--- src/rtl/c880_seq_pkg.sv ---
// c880_seq_pkg
// Shared constants and types for the c880 byte-serial vector sequencer.
//   VEC_W / RES_W   : c880 input / output vector widths
//   BEAT_W / BEATS  : beat payload width and beats per frame
//   ASM_W           : bits held in the assembly register (beats 0..6)
//   state_e         : sequencer FSM states
//   N*_BIT          : bit positions of the end-of-range c880 pins
package c880_seq_pkg;

    localparam int VEC_W  = 60;
    localparam int RES_W  = 26;
    localparam int BEAT_W = 8;
    localparam int BEATS  = 8;
    localparam int BCNT_W = $clog2(BEATS);

    // Beat 7 goes straight into core_in, so only beats 0..6 need storage.
    localparam int ASM_W  = (BEATS - 1) * BEAT_W;

    // Pin mapping: bit i of core_in is the i-th c880 input in port order,
    // bit j of core_out is the j-th c880 output in port order.
    localparam int N1_BIT   = 0;
    localparam int N268_BIT = VEC_W - 1;
    localparam int N388_BIT = 0;
    localparam int N880_BIT = RES_W - 1;

    typedef enum logic [1:0] {
        ST_LOAD   = 2'd0,
        ST_SETTLE = 2'd1,
        ST_HOLD   = 2'd2
    } state_e;

endpackage

--- src/rtl/c880_vector_sequencer_if.sv ---
// c880_vector_sequencer_if
// Beat input stream and result output stream of the c880 sequencer.
//   in_valid/in_ready/in_data/in_last : beat stream into the sequencer
//   res_valid/res_ready/res_data      : captured c880 response out
// master = stimulus producer / result consumer, slave = the sequencer.
interface c880_vector_sequencer_if;
    import c880_seq_pkg::*;

    logic              in_valid;
    logic              in_ready;
    logic [BEAT_W-1:0] in_data;
    logic              in_last;
    logic              res_valid;
    logic              res_ready;
    logic [RES_W-1:0]  res_data;

    modport master (
        output in_valid, in_data, in_last, res_ready,
        input  in_ready, res_valid, res_data
    );

    modport slave (
        input  in_valid, in_data, in_last, res_ready,
        output in_ready, res_valid, res_data
    );

endinterface

--- src/rtl/c880_vector_sequencer.sv ---
// c880_vector_sequencer
// Assembles a 60-bit c880 input vector from eight little-endian byte beats,
// holds it on core_in, waits SETTLE_CYCLES extra cycles, then captures the
// c880 outputs and offers them on the result handshake.
//   clk, rst_n : clock, asynchronous active-low reset
//   bus        : beat input stream + result output stream (slave side)
//   core_in    : registered vector driven to the c880 core
//   core_out   : c880 core outputs, sampled at capture
//   frame_err  : one-cycle pulse after a misplaced / missing in_last
//   busy       : high while in SETTLE or HOLD
module c880_vector_sequencer
    import c880_seq_pkg::*;
#(
    parameter int SETTLE_CYCLES = 2,
    parameter int CNT_W         = 4
) (
    input  logic                    clk,
    input  logic                    rst_n,
    c880_vector_sequencer_if.slave  bus,
    output logic [VEC_W-1:0]        core_in,
    input  logic [RES_W-1:0]        core_out,
    output logic                    frame_err,
    output logic                    busy
);

    if ((1 << CNT_W) <= SETTLE_CYCLES) begin : g_cnt_chk
        $error("CNT_W too narrow for SETTLE_CYCLES");
    end

    state_e             state_q, state_d;
    logic [BCNT_W-1:0]  beat_cnt_q, beat_cnt_d;
    logic [ASM_W-1:0]   asm_q, asm_d;
    logic [VEC_W-1:0]   core_in_q, core_in_d;
    logic [CNT_W-1:0]   settle_q, settle_d;
    logic               res_valid_q, res_valid_d;
    logic [RES_W-1:0]   res_data_q, res_data_d;
    logic               frame_err_q, frame_err_d;
    logic               last_beat;

    assign last_beat = (beat_cnt_q == BCNT_W'(BEATS - 1));

    always_ff @(posedge clk or negedge rst_n) begin
        if (!rst_n) begin
            state_q     <= ST_LOAD;
            beat_cnt_q  <= '0;
            asm_q       <= '0;
            core_in_q   <= '0;
            settle_q    <= '0;
            res_valid_q <= 1'b0;
            res_data_q  <= '0;
            frame_err_q <= 1'b0;
        end else begin
            state_q     <= state_d;
            beat_cnt_q  <= beat_cnt_d;
            asm_q       <= asm_d;
            core_in_q   <= core_in_d;
            settle_q    <= settle_d;
            res_valid_q <= res_valid_d;
            res_data_q  <= res_data_d;
            frame_err_q <= frame_err_d;
        end
    end

    always_comb begin
        state_d     = state_q;
        beat_cnt_d  = beat_cnt_q;
        asm_d       = asm_q;
        core_in_d   = core_in_q;
        settle_d    = settle_q;
        res_valid_d = res_valid_q;
        res_data_d  = res_data_q;
        frame_err_d = 1'b0;

        case (state_q)
            ST_LOAD: begin
                // in_ready is high throughout LOAD, so in_valid alone accepts.
                if (bus.in_valid) begin
                    if (bus.in_last != last_beat) begin
                        // Beat is swallowed; the partial frame is abandoned.
                        frame_err_d = 1'b1;
                        beat_cnt_d  = '0;
                    end else if (last_beat) begin
                        // Only the low nibble of beat 7 reaches the core.
                        core_in_d  = {bus.in_data[VEC_W-ASM_W-1:0], asm_q};
                        settle_d   = CNT_W'(SETTLE_CYCLES);
                        beat_cnt_d = '0;
                        state_d    = ST_SETTLE;
                    end else begin
                        for (int k = 0; k < BEATS - 1; k++) begin
                            if (beat_cnt_q == BCNT_W'(k)) begin
                                asm_d[k*BEAT_W +: BEAT_W] = bus.in_data;
                            end
                        end
                        beat_cnt_d = beat_cnt_q + BCNT_W'(1);
                    end
                end
            end
            ST_SETTLE: begin
                if (settle_q != '0) begin
                    settle_d = settle_q - CNT_W'(1);
                end else begin
                    res_data_d  = core_out;
                    res_valid_d = 1'b1;
                    state_d     = ST_HOLD;
                end
            end
            ST_HOLD: begin
                if (bus.res_ready) begin
                    res_valid_d = 1'b0;
                    beat_cnt_d  = '0;
                    state_d     = ST_LOAD;
                end
            end
            default: state_d = ST_LOAD;
        endcase
    end

    // in_ready and busy depend on state only: no input-to-output path.
    assign bus.in_ready  = (state_q == ST_LOAD);
    assign busy          = (state_q != ST_LOAD);
    assign bus.res_valid = res_valid_q;
    assign bus.res_data  = res_data_q;
    assign core_in       = core_in_q;
    assign frame_err     = frame_err_q;

endmodule
--- src/flat_wrapper.sv ---
// flat-port wrapper written by rule: the top's interface ports become plain ports
module c880_vector_sequencer_flat import c880_seq_pkg::*;
#(
    parameter int SETTLE_CYCLES = 2,
    parameter int CNT_W         = 4
)
  (clk, rst_n, core_in, core_out, frame_err, busy, bus_in_valid, bus_in_data, bus_in_last, bus_res_ready, bus_in_ready, bus_res_valid, bus_res_data);
  c880_vector_sequencer_if bus_i ();
  input  logic clk;
  input  logic rst_n;
  output logic [VEC_W-1:0] core_in;
  input  logic [RES_W-1:0] core_out;
  output logic frame_err;
  output logic busy;
  input wire logic [$bits(bus_i.in_valid)-1:0] bus_in_valid;
  input wire logic [$bits(bus_i.in_data)-1:0] bus_in_data;
  input wire logic [$bits(bus_i.in_last)-1:0] bus_in_last;
  input wire logic [$bits(bus_i.res_ready)-1:0] bus_res_ready;
  output wire logic [$bits(bus_i.in_ready)-1:0] bus_in_ready;
  output wire logic [$bits(bus_i.res_valid)-1:0] bus_res_valid;
  output wire logic [$bits(bus_i.res_data)-1:0] bus_res_data;
  assign bus_i.in_valid = bus_in_valid;
  assign bus_i.in_data = bus_in_data;
  assign bus_i.in_last = bus_in_last;
  assign bus_i.res_ready = bus_res_ready;
  assign bus_in_ready = bus_i.in_ready;
  assign bus_res_valid = bus_i.res_valid;
  assign bus_res_data = bus_i.res_data;
  c880_vector_sequencer #(.SETTLE_CYCLES(SETTLE_CYCLES), .CNT_W(CNT_W)) u_core (.clk(clk), .rst_n(rst_n), .bus(bus_i), .core_in(core_in), .core_out(core_out), .frame_err(frame_err), .busy(busy));
endmodule
--- config.mk ---
export PLATFORM = sky130hd
export DESIGN_NAME = c880_vector_sequencer_flat
export DESIGN_NICKNAME = d
export VERILOG_FILES = /design/src/rtl/c880_seq_pkg.sv /design/src/rtl/c880_vector_sequencer_if.sv /design/src/rtl/c880_vector_sequencer.sv /design/src/flat_wrapper.sv
export SDC_FILE = /design/constraint.sdc
export NUM_CORES = 1
export LEC_CHECK = 0
export ABC_AREA = 1
export BUFFER_PORTS_ARGS = -buffer_cell sky130_fd_sc_hd__clkbuf_2
export CORE_MARGIN = 4
export CORE_UTILIZATION = 45
export CTS_BUF_LIST = sky130_fd_sc_hd__clkbuf_8 sky130_fd_sc_hd__clkbuf_16
export DETAILED_ROUTE_END_ITERATION = 10
export PLACE_DENSITY = 0.64
export SLEW_MARGIN = 20
export SYNTH_ARGS = -nofsm -noshare
export SYNTH_HDL_FRONTEND = slang
export SYNTH_SLANG_ARGS = --single-unit
--- constraint.sdc ---
create_clock -name clk -period 2.9 [get_ports clk]
set_input_delay 0.145 -clock clk [delete_from_list [all_inputs] [get_ports clk]]
set_output_delay 0.145 -clock clk [all_outputs]
set_load 0.05 [all_outputs]
# After elaboration in Yosys (flattened, before gate mapping)
# Cells that the tools add are included.
totals:
  output_inout_bits: 90
  reg_bits: 153
  wordCells: 77
  input_bits: 39
classes:
  n_bitwise: 3
  n_addsub: 2
  n_eq_ne: 16
  reduce_logical: 20
  n_mux: 22
ops:
  columns: ["operator", "n"]
  rows:
  - ["5-bit AND reduction", 9]
  - ["4-bit two-way mux", 4]
  - ["3-bit equality test, second input constant", 4]
  - ["3-bit two-way mux", 4]
  - ["2-bit two-way mux", 5]
  - ["2-bit inequality test, second input constant", 4]
  - ["4-bit case mux with 2 select lines", 1]
  - ["2-bit nonzero test", 4]
  - ["3-bit by 2-bit equality test with 1-bit output, second input constant", 2]
  - ["2-bit case mux with 3 select lines", 1]
  - ["3-bit case mux with 2 select lines", 1]
  - ["3-bit AND reduction", 2]
  - ["1-bit two-way mux", 5]
  - ["2-bit by 1-bit inequality test with 1-bit output, second input constant", 2]
  - ["4-bit AND reduction", 1]
  - ["4-bit nonzero test", 1]
  - ["4-bit by 1-bit subtractor with 4-bit output, second input constant", 1]
  - ["3-bit by 1-bit adder with 3-bit output, second input constant", 1]
  - ["3-bit by 1-bit equality test with 1-bit output, second input constant", 1]
  - ["3-bit logical NOT", 1]
  - ["1-bit NOT", 3]
  - ["2-bit by 1-bit equality test with 1-bit output, second input constant", 1]
  - ["2-bit equality test, second input constant", 1]
  - ["2-bit logical NOT", 1]
  - ["other kinds (3)", 3]

# Depth between registers and ports, before layout
# Gate-level depths: netlist of the first run.
depth:
  depth_word: 5
  depth_mapped: 10
  ltp_nobuf: 9

# Least setup slack after synthesis of the first run
# Ideal clock, no wire load.
synth_path:
  path_type: "register to register"
  startpoint: "register u_core.beat_cnt_q[0]"
  endpoint: "register u_core.core_in_q[23] (netlist: u_core.core_in[23])"
  setup_slack_ps: 875
  t_required_ps: 2770
  arrival_time_ps: 1895
  stages_incl_launch_ff: 11
  setup_ps: 130
  synth_period_minus_slack_ps: 2025
  path_buffers: 2
  path_cell_list: "dfrtp_1 -> ha_1 -> ha_1 -> inv_1 -> ha_1 -> inv_1 -> nand4_2 -> buf_2 -> buf_2 -> nand2_1 -> o21ai_0"
synth_via:
  elab_chain_len: 4
synth_rtl:
  columns: ["element", "line", "source"]
  rows:
  - ["from (decl)", "c880_vector_sequencer.sv:31", "logic [BCNT_W-1:0] beat_cnt_q, beat_cnt_d;"]
  - ["from (signal assigned)", "c880_vector_sequencer.sv:54", "beat_cnt_q <= beat_cnt_d;"]
  - ["3-bit equality test *", "c880_vector_sequencer.sv:40", "assign last_beat = (beat_cnt_q == BCNT_W'(BEATS - 1));"]
  - ["1-bit inequality test", "c880_vector_sequencer.sv:78", "if (bus.in_last != last_beat) begin"]
  - ["1-bit NOT (no line)", null, null]
  - ["4-bit AND reduction (no line) *", null, null]
  - ["to (signal assigned)", "c880_vector_sequencer.sv:56", "core_in_q <= core_in_d;"]
  - ["to (decl)", "c880_vector_sequencer.sv:33", "logic [VEC_W-1:0] core_in_q, core_in_d;"]
# Every way passes the cells marked *; elsewhere a longest branch is shown, timed or not.
# A chain may end at the register's enable or synchronous reset.

# Worst setup path after layout of the first run
layout_path:
  startpoint: "register u_core.beat_cnt_q[0]"
  endpoint: "register u_core.settle_q[2]"
layout_via:
  elab_chain_len: 4
  elab_cells_between_ends: 5
  cone_classes: "4 x eq/ne; 1 x reduce/logical"
layout_rtl:
  columns: ["element", "line", "source"]
  rows:
  - ["3-bit equality test *", "c880_vector_sequencer.sv:40", null]
  - ["1-bit inequality test", "c880_vector_sequencer.sv:78", null]
  - ["2-bit inequality test (no line)", null, null]
  - ["5-bit AND reduction (no line) *", null, null]
  - ["to (signal assigned)", "c880_vector_sequencer.sv:57", "settle_q <= settle_d;"]
  - ["to (decl)", "c880_vector_sequencer.sv:34", "logic [CNT_W-1:0] settle_q, settle_d;"]
# Marked as above.

==> flow_summary.yaml, run 1 <==
drt:
  drcViolationCount: 0
  wl_per_cell_um: 13.49
  via_per_inst: 4.669
  vias: 4599
  wl_mm: 13.29
  ant_nets: 0
  drtPass1Iterations: 6
  drt_iter0_drc: 296
placement:
  place_congestion: 0.7579
  portBuffers: 128
  dpl.hpwl_mm: 8.776
  place_inst: 925
logic_synthesis:
  ys_top_cells_by_area: "dfrtp_1, nand2_1, o21ai_0, inv_1, o21ai_1"
  ys_ff_latch: 153
  yosysTopAreaCell: "dfrtp_1"
  avgSynthCellArea_um2: 9.508
  yosysWarnings: 0
  synthDistinctLibCells: 21
  ys_seq_area_frac: 0.6282
  synth_top_area_share: 0.6282
  netlist_area_um2: 6095
  synthCells: 641
  syn_nets: 689
clock_tree:
  path_clk_slew_ns: 0.06
  cts_tree: "yes"
  ctsLongestPathBuffers: 2
  clk-insertion-delay-late_ns: 0.42
  htree_levels: 4
  post_cts_buffers: 0
  cts_root_buf: "clkbuf_16"
  cts.sinks: 153
  cts_buffers: 17
run_status:
  status: "complete, no violations"
layout:
  final_cell_mix: "nand2_1, dfrtp_1, clkbuf_2, inv_1, o21ai_0"
  fin_nets: 844
  final_cells: 985
  diodes: 0
  syn_to_final_growth_pct: 27.24
  layout_commonest_cell: "nand2_1"
  drive_gt1_frac: 0.2176
critical_path:
  rrSetupSlack_ns: 0.46
  cp-end-kind: "flip-flop"
  crit_buf_inv: 3
  cp_num_cells: 10
  crit_arrival_ns: 2.80
  worst_setup_path_start_kind: "flip-flop"
  slowest_stage: "dfrtp_1"
  critPathMaxFanout: 41
  crit_type: "flip-flop to flip-flop"
  timing.rr.end: "u_core.settle_q[2]"
  required_ns: 3.26
  endpoint: "u_core.settle_q[2]"
  r2r_cells: 10
  slowest_delay_ns: 0.41
  crit_path_cell_trace: "ha_1, ha_1, inv_1, ha_1, inv_1, nand4_4, buf_12, nand2_1, nand2_1, nand2_1"
  reg2reg_from: "u_core.beat_cnt_q[0]"
  crit_start: "u_core.beat_cnt_q[0]"
  cp_top_family: "adder cells"
sta:
  finClkSkew_ns: 0.007605
  finalSetupTns_ns: 0
  relSlewSlack: 0.4422
  clock.fmax_mhz: 410.6
  finalCritPeriodShare: 0.8398
  rsz0062_at_grt: "false"
  hold_viol_final: 0
  tightest_slew_ns: 0.8357
  min_period_ns: 2.435
  maxSlewViolCount: 0
  final-setup-viol-count: 0
  whs_ns: 0.09596
global_routing:
  grt_pass1_vias: 4612
  overflow: 0
  antenna_found_initial: 0
  grt_pass1_wl_mm: 22.78
  grt_max_degree: 79
  track_usage: 0.1807
pwr:
  p_leak_nw: 4.148
  powerDensity_nw_per_um2: 757.8
  vdd_drop_max_mv: 0.3596
floorplan:
  dieArea_um2: 15470
  dieWidth_um: 124.4
  fp.dieH_um: 124.4
  fp-row-count: 42
  pin_count: 129
  start_util: 0.4602
  core_um2: 13240
hold_path:
  hold_path_class: "input pin to flip-flop"
run:
  max_cap_viol_count: 0
-- layout make-up --
cell class              instances  area (µm²)
multi-input cells             355        1715
clock inverters                14       156.4
clock buffers                  18       439.2
repair buffers                161       989.7
well taps                     176       220.2
inverters                     108       405.4
flip-flops and latches        153        3829
fillers                      1190        5488
-- worst reg2reg max path, stage by stage, from the launching register on --
cell and delay (ns):
dfrtp_1 0.41, ha_1 0.24, ha_1 0.24, inv_1 0.12
ha_1 0.25, inv_1 0.15, nand4_4 0.36, buf_12 0.31
nand2_1 0.15, nand2_1 0.08, nand2_1 0.07
-- cells in the mapped netlist --
master	number
nand2_1	166
dfrtp_1	153
inv_1	108
o21ai_0	90
o21ai_1	56
clkbuf_1	12
nor2_1	10
ha_1	9
buf_6	7
nand2_4	7
nand3_1	7
buf_2	6
nand4_1	2
a21oi_1	1
nand2_2	1
nand3_2	1
nand4_2	1
nor2_2	1
nor2_4	1
nor2_8	1
nor3_1	1
-- power breakdown --
group	total, mW	switching (mW)	internal (mW)
combinational	0.960	0.644	0.316
sequential	2.71	0.208	2.50
clock	2.21	0.848	1.36
total	5.88	1.70	4.18
-- sequential cells by signal, indices dropped and copies added, names as in the netlist --
| register | cells |
|---|---|
| u_core.settle_q | 4 |
| u_core.asm_q | 56 |
| u_core.frame_err | 1 |
| u_core.bus.res_data | 26 |
| u_core.core_in | 60 |
| u_core.beat_cnt_q | 3 |
| u_core.state_q | 2 |
| u_core.bus.res_valid | 1 |
-- how the worst min path moves through the flow --
stage                             from            endpoint  slack (ns)  cells after the start
final                     bus_in_valid    u_core.frame_err         0.1                      3
after global routing      bus_in_valid    u_core.frame_err        0.09                      3
after CTS                 bus_in_valid    u_core.frame_err        0.08                      3
after detailed placement         rst_n  u_core.core_in[37]        0.21                      1
after global placement           rst_n  u_core.core_in[34]        0.21                      1
after floorplan                  rst_n     u_core.asm_q[0]       -0.15                      0
-- per-stage QoR --
stage | power, mW | worst slack [ns] | utilization | cell area, µm²
3_5_place_dp | 3.675 | 0.4961 | 0.5195 | 6879
2_1_floorplan | 3.378 | 0.8752 | - | 6095
3_3_place_gp | 3.635 | 0.5961 | 0.5195 | 6879
4_1_cts | 5.935 | 0.4831 | 0.5856 | 7755
6_report | 5.877 | 0.4645 | 0.5856 | 7755
5_1_grt | 6.204 | 0.2701 | 0.5856 | 7755
-- layer usage --
metal	wire [µm]	GRT usage	up-vias
met5	0	0	-
li1	-	-	2306
met2	6198	0.2793	125
met1	6003	0.2387	2150
met4	154	0.04707	0
met3	934	0.07290	18
-- what timing repair did --
item	4_1_cts	5_1_grt
hold buffers	28	0
gates resized for setup	0	0
hold endpoints to repair	102	0
setup endpoints to repair	0	0
-- kinds of logic (layout without fill, tap and decap cells) --
family,after synthesis,after routing,synth area share
adders and majority gates,9,9,0.01848
AOI/OAI and AO/OA,147,147,0.1207
buffers and inverters,133,301,0.09177
DFF,153,153,0.6282
and+or+nand+nor,199,199,0.1408
No activity file was read; power rests on OpenSTA's default activity.
==> inputs of run 2 (changes only) <==
--- a/config.mk
+++ b/config.mk
@@ -11,7 +11,7 @@
 export CORE_UTILIZATION = 45
 export CTS_BUF_LIST = sky130_fd_sc_hd__clkbuf_8 sky130_fd_sc_hd__clkbuf_16
 export DETAILED_ROUTE_END_ITERATION = 10
-export PLACE_DENSITY = 0.64
+export PLACE_DENSITY = 0.66
 export SLEW_MARGIN = 20
 export SYNTH_ARGS = -nofsm -noshare
 export SYNTH_HDL_FRONTEND = slang
==> constraint.sdc (replaced) <==
create_clock -name clk -period 2.1 [get_ports clk]
set_input_delay 0.105 -clock clk [delete_from_list [all_inputs] [get_ports clk]]
set_output_delay 0.105 -clock clk [all_outputs]
set_load 0.05 [all_outputs]
==> run 2 against run 1 <==
  * Setup slack worse by 0.36 ns
  * Maximum frequency rose by 22%
  * Design area up 2.2%
==> flow_summary.yaml, run 2 (synthesized netlist as in run 1, its figures left out) <==
global_routing:
  grt_max_degree: 89
  grt_pass1_vias: 4504
  track_usage: 0.1764
  antenna_found_initial: 0
  overflow: 0
  grt_pass1_wl_mm: 22.22
drt:
  drtPass1Iterations: 4
  wl_mm: 13.72
  ant_nets: 0
  vias: 4641
  drcViolationCount: 0
  wl_per_cell_um: 13.77
  drt_iter0_drc: 246
  via_per_inst: 4.660
critical_path:
  cp-end-kind: "flip-flop"
  required_ns: 2.39
  crit_arrival_ns: 2.28
  rrSetupSlack_ns: 0.11
  timing.rr.end: "u_core.core_in[17]"
  reg2reg_from: "u_core.beat_cnt_q[1]"
  worst_setup_path_start_kind: "flip-flop"
  r2r_cells: 10
  crit_type: "flip-flop to flip-flop"
  critPathMaxFanout: 22
clock_tree:
  ctsLongestPathBuffers: 2
  cts.sinks: 153
  cts_root_buf: "clkbuf_16"
  cts_tree: "yes"
  htree_levels: 4
  clk-insertion-delay-late_ns: 0.41
  path_clk_slew_ns: 0.06
  cts_buffers: 17
placement:
  place_congestion: 0.7471
  portBuffers: 128
  dpl.hpwl_mm: 8.653
  place_inst: 928
run:
  max_cap_viol_count: 0
floorplan:
  pin_count: 129
  fp-row-count: 42
  dieArea_um2: 15470
  start_util: 0.4602
  fp.dieH_um: 124.4
  dieWidth_um: 124.4
  core_um2: 13240
layout:
  largest_reg_flops: 60
  syn_to_final_growth_pct: 29.99
  final.fill_count: 1167
  diodes: 0
  final_cell_mix: "nand2_1, dfrtp_1, clkbuf_2, inv_1, o21ai_0"
  final_util: 0.5983
  drive_gt1_frac: 0.2341
  final_cells: 996
  layout_commonest_cell: "nand2_1"
  fin_nets: 856
sta:
  finalCritPeriodShare: 0.9485
  final-setup-viol-count: 0
  finalSetupTns_ns: 0
  min_period_ns: 1.992
  relSlewSlack: 0.5912
  clock.fmax_mhz: 502.1
  finClkSkew_ns: 0.005671
  maxSlewViolCount: 0
  tightest_slew_ns: 0.6132
  hold_viol_final: 0
pwr:
  powerDensity_nw_per_um2: 1014
  p_leak_nw: 4.221
  vdd_drop_max_mv: 0.4750
run_status:
  status: "complete, no violations"
hold_path:
  hold_start: "bus_in_data[7]"
  hold_path_class: "input pin to flip-flop"
  hold_end: "u_core.asm_q[55]"
  hold_depth: 3
## run 2: cell count changes in the layout (fill, tap and decap cells not counted), moves of 2 or more
| cell | before | now |
|---|---|---|
| ha_2 | 0 | 2 |
| ha_1 | 9 | 7 |
| inv_1 | 110 | 107 |
| clkbuf_16 | 17 | 20 |
| buf_4 | 3 | 9 |
## run 2: how the worst max path moves through the flow
stage / end / start / slack, ns
floorplan: u_core.core_in[23] / u_core.beat_cnt_q[0] / 0.08
global placement: u_core.settle_q[3] / u_core.beat_cnt_q[0] / 0.09
CTS: u_core.core_in[45] / u_core.beat_cnt_q[0] / 0.01
global route: u_core.core_in[30] / u_core.beat_cnt_q[0] / -0.01
detailed placement: u_core.settle_q[3] / u_core.beat_cnt_q[0] / -0.09
finish: u_core.core_in[17] / u_core.beat_cnt_q[1] / 0.11
## run 2: report_power, final
part	internal, mW	switching (mW)	total [mW]
combinational	0.455	0.897	1.35
clock	1.80	1.16	2.95
sequential	3.45	0.281	3.73
total	5.70	2.34	8.04
## run 2: layout make-up
class	count	area, µm²	share of cell area
Sequential cell	153	3829	0.4833
Multi-Input combinational cell	355	1720	0.2172
Timing Repair Buffer	173	1169	0.1475
Clock buffer	19	452.9	0.05717
Inverter	108	405.4	0.05117
Tap cell	176	220.2	0.02780
Clock inverter	12	126.4	0.01595
## run 2: timing repair
action	4_1_cts	5_1_grt
cloned	0	4
hold buffers	28	0
endpoints found under the setup margin	4	62
buffers inserted	0	5
hold endpoints to repair	91	0
gates resized for setup	1	6
pin swaps	0	1
## run 2: per-stage QoR
stage | hold WS (ns) | area [µm²] | setup WS, ns | power [mW]
6_report | 0.1017 | 7923 | 0.1082 | 8.037
5_1_grt | 0.1178 | 7923 | -0.01163 | 8.477
2_1_floorplan | -0.1906 | 6095 | 0.07518 | 4.665
4_1_cts | 0.09152 | 7777 | 0.01025 | 8.109
3_5_place_dp | 0.1449 | 6914 | -0.09120 | 5.089
3_3_place_gp | 0.1442 | 6914 | 0.08710 | 5.034
## run 2: worst max-delay path, stage by stage (launching register included)
cell	delay, ns
dfrtp_1	0.35
ha_2	0.19
ha_2	0.21
inv_1	0.08
ha_1	0.30
inv_2	0.10
nand4_4	0.11
buf_4	0.19
clkbuf_16	0.19
nand2_1	0.06
o21ai_0	0.08
## run 2: metal layers
| metal | track usage | wire [µm] |
|---|---|---|
| met5 | 0 | 0 |
| met1 | 0.2330 | 6005 |
| met4 | 0.05351 | 191 |
| met3 | 0.05961 | 1038 |
| met2 | 0.2774 | 6480 |
